==> src/rtl/mem_arbiter.sv <==
// Byte-serial arbiter sharing one RAM/IO port between instruction fetch and the load/store buffer.
// Accesses are split into byte transfers; read bytes are reassembled little-endian.
//
// state | meaning
// IDLE  | arbitrate, latch operands of the granted side
// READ  | drive byte addresses, collect bytes one cycle behind the address
// WRITE | drive address/data/strobe, one byte per cycle (stalls on full I/O sink)
// DONE  | owner's done pulse, return to IDLE
module mem_arbiter #(
    parameter logic [1:0] IO_ADDR_HI = 2'b11
) (
    input  logic        clk,
    input  logic        rst_n,
    input  logic        rdy,
    input  logic        if_req,
    input  logic [31:0] if_addr,
    output logic        if_done,
    output logic [31:0] if_data,
    input  logic        ls_req,
    input  logic        ls_wr,
    input  logic [1:0]  ls_size,
    input  logic [31:0] ls_addr,
    input  logic [31:0] ls_wdata,
    output logic        ls_done,
    output logic [31:0] ls_rdata,
    input  logic        flush,
    input  logic [7:0]  mem_din,
    output logic [7:0]  mem_dout,
    output logic [31:0] mem_a,
    output logic        mem_wr,
    input  logic        io_buffer_full
);
    typedef enum logic [1:0] {IDLE, READ, WRITE, DONE} state_t;

    state_t      state;
    logic [2:0]  cnt;
    logic [2:0]  len;
    logic [23:0] wdata_r;
    logic [31:0] rbuf;
    logic [31:0] rbuf_next;
    logic        own_ls;
    logic        prio_ls;
    logic        io_r;
    logic        mem_wr_r;

    logic        if_ok;
    logic        ls_ok;
    logic        grant_ls;
    logic        grant_if;
    logic [31:0] gnt_addr;
    logic [2:0]  ls_len;
    logic        io_block;

    // Speculative reads are not started during a flush; committed stores still are.
    always_comb begin
        if_ok    = if_req && !flush;
        ls_ok    = ls_req && (!flush || ls_wr);
        grant_ls = ls_ok && (!if_ok || prio_ls);
        grant_if = if_ok && !grant_ls;
        gnt_addr = grant_ls ? ls_addr : if_addr;
        case (ls_size)
            2'd0:    ls_len = 3'd1;
            2'd1:    ls_len = 3'd2;
            default: ls_len = 3'd4;
        endcase
    end

    // Byte cnt-1 arrives on mem_din while cnt is in 1..len.
    always_comb begin
        rbuf_next = rbuf;
        case (cnt)
            3'd1:    rbuf_next[7:0]   = mem_din;
            3'd2:    rbuf_next[15:8]  = mem_din;
            3'd3:    rbuf_next[23:16] = mem_din;
            3'd4:    rbuf_next[31:24] = mem_din;
            default: rbuf_next = rbuf;
        endcase
    end

    assign io_block = (state == WRITE) && io_r && io_buffer_full;
    assign mem_wr   = mem_wr_r && rdy && !io_block;

    always_ff @(posedge clk or negedge rst_n) begin
        if (!rst_n) begin
            state    <= IDLE;
            cnt      <= 3'd0;
            len      <= 3'd0;
            wdata_r  <= 24'd0;
            rbuf     <= 32'd0;
            own_ls   <= 1'b0;
            prio_ls  <= 1'b1;
            io_r     <= 1'b0;
            mem_wr_r <= 1'b0;
            mem_a    <= 32'd0;
            mem_dout <= 8'd0;
            if_done  <= 1'b0;
            if_data  <= 32'd0;
            ls_done  <= 1'b0;
            ls_rdata <= 32'd0;
        end else if (rdy) begin
            case (state)
                IDLE: begin
                    if (grant_ls || grant_if) begin
                        cnt     <= 3'd0;
                        rbuf    <= 32'd0;
                        mem_a   <= gnt_addr;
                        own_ls  <= grant_ls;
                        prio_ls <= !grant_ls;
                        io_r    <= (gnt_addr[17:16] == IO_ADDR_HI);
                        len     <= grant_ls ? ls_len : 3'd4;
                        if (grant_ls && ls_wr) begin
                            state    <= WRITE;
                            mem_wr_r <= 1'b1;
                            mem_dout <= ls_wdata[7:0];
                            wdata_r  <= ls_wdata[31:8];
                        end else begin
                            state <= READ;
                        end
                    end
                end
                READ: begin
                    if (flush) begin
                        state <= IDLE;
                    end else begin
                        if (cnt != 3'd0) begin
                            rbuf <= rbuf_next;
                        end
                        if (cnt == len) begin
                            state <= DONE;
                            if (own_ls) begin
                                ls_done  <= 1'b1;
                                ls_rdata <= rbuf_next;
                            end else begin
                                if_done <= 1'b1;
                                if_data <= rbuf_next;
                            end
                        end else begin
                            cnt <= cnt + 3'd1;
                            if (cnt + 3'd1 < len) begin
                                mem_a <= mem_a + 32'd1;
                            end
                        end
                    end
                end
                WRITE: begin
                    if (!io_block) begin
                        if (cnt + 3'd1 == len) begin
                            state    <= DONE;
                            mem_wr_r <= 1'b0;
                            ls_done  <= 1'b1;
                        end else begin
                            cnt      <= cnt + 3'd1;
                            mem_a    <= mem_a + 32'd1;
                            mem_dout <= wdata_r[7:0];
                            wdata_r  <= {8'h00, wdata_r[23:8]};
                        end
                    end
                end
                DONE: begin
                    if_done <= 1'b0;
                    ls_done <= 1'b0;
                    state   <= IDLE;
                end
                default: state <= IDLE;
            endcase
        end
    end

endmodule

==> config.mk <==
export PLATFORM = sky130hd
export DESIGN_NAME = mem_arbiter
export DESIGN_NICKNAME = d
export VERILOG_FILES = /design/src/rtl/mem_arbiter.sv
export SDC_FILE = /design/constraint.sdc
export NUM_CORES = 1
export LEC_CHECK = 0
export ABC_AREA = 1
export BUFFER_PORTS_ARGS = -buffer_cell sky130_fd_sc_hd__clkbuf_2
export CAP_MARGIN = 5
export CORE_MARGIN = 1.5
export CORE_UTILIZATION = 33
export CTS_BUF_LIST = sky130_fd_sc_hd__clkbuf_2 sky130_fd_sc_hd__clkbuf_4 sky130_fd_sc_hd__clkbuf_8
export CTS_CLUSTER_DIAMETER = 60
export DETAILED_ROUTE_END_ITERATION = 7
export PLACE_DENSITY = 0.59
export SYNTH_ARGS = -nofsm -noshare
export SYNTH_HDL_FRONTEND = slang
export SYNTH_SLANG_ARGS = --single-unit
==> constraint.sdc <==
create_clock -name clk -period 2.6 [get_ports clk]
set_input_delay 0.13 -clock clk [delete_from_list [all_inputs] [get_ports clk]]
set_output_delay 0.13 -clock clk [all_outputs]
set_load 0.005 [all_outputs]
==> run metrics <==
Leak Pwr=roughly 0.0061 uW; post-synth top area cell=dfrtp_1; Seq/Total Area, Yosys=0.4593; crit-path max FO=17; Vias per Instance=between 4 and 5; total global routing overflow=0; DR pass1 iterations=7; core area=0.02801 sq mm; main combinational cell family by area after synthesis=simple AND/OR/NAND/NOR gates; Worst Max-Slew Pin Slew=approximately 0.64 ns; WP buf/inv=2; Worst Hold Class=primary input to flop; hold_sp=ls_addr[28]; DRT iter0 DRCs=538; H-tree depth=4; residual DRC count=0; fin nets=roughly 1700; Overall Global Routing Usage=0.1833; multiplexer share of the synthesized area=0; total power draw=~12000 uW; worst stage delay on the critical path=~0.43 ns; Synth Instances=approximately 1300; cell mode on critical path=nand2_1; area grow syn2layout=25.24%; CP Launch Type=flop; Detail Route Antenna Nets=0; post-synthesis sequential element count=174; Clock Latency Late Sink=between 0.4 and 0.5 ns; Worst Skew=just over 0.02 ns; Placed Area=approximately 0.011 sq mm; Initial Util=0.3385; Die Y=between 150 and 200 um; Clock Pin Slew Worst Setup and Hold Paths=0.11 ns; Synth Area in Adders=0.01847; DIE AREA=approximately 0.030 sq mm; Hold Fails Final Rpt=0; critical path type=flop to flop; reg2reg setup slack=0.24 ns; Synth area leaders=dfrtp_1, nand2_1, inv_1; fin crit share=0.9090; EDFF count, synth=0; prevailing post-synth register cell=dfrtp_1; compound-gate portion of the synthesized area=0.1453; CP Cell Sequence=ha_1, ha_1, inv_1, ha_1, nand4_1, nand2_1, nor2_1, nand2_1, nor2_8, nand2_2, buf_4, nand2_1, nand2_1; I/O Buffers=between 200 and 250; Slew headroom=0.5739; Fmax=around 420 MHz; Non-Filler Instances=slightly below 2000; Clock Tree Root=clkbuf_8; share of cells above drive strength 1=0.1830; CTS tree=yes; largest net degree at the start of global routing=67; number of distinct library cells after synthesis=37; RSZ-0062 raised after global routing=no; cells on worst reg2reg path=13; first-pass GRT wire length=~44000 um; CP delay by family, top=adder cells; Rows=61; RePlAce Congestion=approximately 0.88; placed cells=1885; FFs w/ async S/R, synth=1.000; most frequent cells in the layout=nand2_1, clkbuf_2, inv_1; hpwl dp=between 15000 and 20000 um; YS warnings=0; # IOs=between 200 and 250; Synth Area in XOR/XNOR=0.0009236; worst path arrival time=between 2 and 3 ns; # fillers=just under 3000; WHS Path Cells=5; Mapped Nets=1455; initial antenna violation count=0; Yosys top cell area share=0.4565; Num CTS Buffers=17; CP required=roughly 3.0 ns; vias in the first global route=roughly 8600; antenna cells=0; Max Transition Viols Final=0; commonest non-fill, non-tap cell in the layout=nand2_1; fraction of the mapped netlist area in simple logic gates=0.2649; critical path endpoint category=flop; reg2reg end=mem_a[13]; status=completed; routed via count=9074; wire length per cell=~14 um; R2R Path Start=cnt[0]; Sum Neg Setup Slack=0 ns; Critical Path Stages=13; Clock Sinks=about 170; Post-Syn Area=roughly 0.0095 sq mm; CTS Buffer Depth=2; Routed WL=roughly 27000 um; Peak VDD IR=0.5149 mV; Die Span X=172.5 um; worst hold endpoint=mem_a[28]; Max-Cap Viols=0; PD cells=1014 mW/mm^2; cell area after layout=roughly 0.012 sq mm; post-layout min period=around 2.4 ns; critical path's slowest cell=dfrtp_1; final setup violation count=0; syn_area_per_cell=~7.1 sq um
==> worst register-to-register path, stage by stage (launching register included) <==
cell	delay [ns]
dfrtp_1	0.43
ha_1	0.22
ha_1	0.27
inv_1	0.05
ha_1	0.29
nand4_1	0.12
nand2_1	0.06
nor2_1	0.08
nand2_1	0.12
nor2_8	0.15
nand2_2	0.11
buf_4	0.22
nand2_1	0.09
nand2_1	0.05
==> synthesized netlist by cell type, types with 3 or more instances <==
library cell and instances:
o21ai_1 80, nand3_1 81, nand2_1 450, buf_6 7, nor2_1 72, buf_2 27
dfrtp_1 173, clkbuf_1 19, a31oi_1 3, o21ai_0 133, a21oi_1 26, inv_1 191
o22ai_1 10, ha_1 14, o21bai_1 6, inv_2 5, nand3_2 4, buf_1 4
==> cell type report <==
type                            instances  area [sq um]  area share
Clock buffer                           18         241.5     0.02033
Clock inverter                         14         177.7     0.01496
Inverter                              198         752.0     0.06332
Multi-Input combinational cell        897          4074      0.3430
Sequential cell                       174          4355      0.3667
Tap cell                              378         473.0     0.03982
Timing Repair Buffer                  289          1803      0.1518
==> stage by stage <==
stage                     setup slack (ns)  utilization  hold WS, ns
after floorplan                     0.4641            -      -0.1656
after global placement              0.2871       0.3906       0.1344
after detailed placement            0.2053       0.3906       0.1384
after CTS                           0.1783       0.4238     0.005910
after global routing               0.05400       0.4240      0.01426
final                               0.2367       0.4240      0.03174
==> cells by family (layout without fill, tap and decap cells) <==
family | Yosys count | in the layout
AO/OA/AOI/OAI | 264 | 264
XOR/XNOR | 1 | 1
adder cells (fa/ha/maj) | 14 | 14
buffers and inverters | 256 | 519
flip-flops | 174 | 174
AND/OR/NAND/NOR | 618 | 618
==> power breakdown <==
part / leakage [uW] / total (uW) / internal, uW / switching (uW)
Clock: 0.000206 / 2070 / 980 / 1100
Sequential: 0.00204 / 4760 / 3890 / 865
Combinational: 0.00387 / 5210 / 1990 / 3220
Total: 0.00612 / 12000 / 6860 / 5180
==> registers in the layout, summed over array words and instances, names as in the netlist <==
register and flops:
cnt 3, if_data 32, if_done 1, io_r 1
len 3, ls_done 1, ls_rdata 32, mem_a 32
mem_dout 8, mem_wr_r 1, own_ls 1, prio_ls 1
rbuf 32, state 2, wdata_r 24
==> how the worst max path moves through the flow <==
stage | slack (ns) | endpoint | start
2_1_floorplan | 0.46 | mem_a[18] | cnt[0]
3_3_place_gp | 0.29 | mem_a[24] | cnt[0]
3_5_place_dp | 0.21 | mem_a[0] | cnt[0]
4_1_cts | 0.18 | mem_a[21] | cnt[0]
5_1_grt | 0.05 | mem_a[28] | cnt[0]
6_report | 0.24 | mem_a[13] | cnt[0]
==> per-layer routing <==
metal	routed length, um	part of all wire	GRT usage
met1	12680	0.47	0.2474
met2	12520	0.47	0.3021
met3	1283	0.048	0.03249
met4	320	0.012	0.04861
met5	0	0	0
==> timing repair <==
| item | 4_1_cts | 5_1_grt |
|---|---|---|
| hold endpoints to repair | 99 | 0 |
| buffers inserted | 0 | 0 |
| resized for setup | 0 | 2 |
| endpoints found under the setup margin | 0 | 6 |
| hold buffers | 51 | 0 |
(Power assumes the default switching activity.)
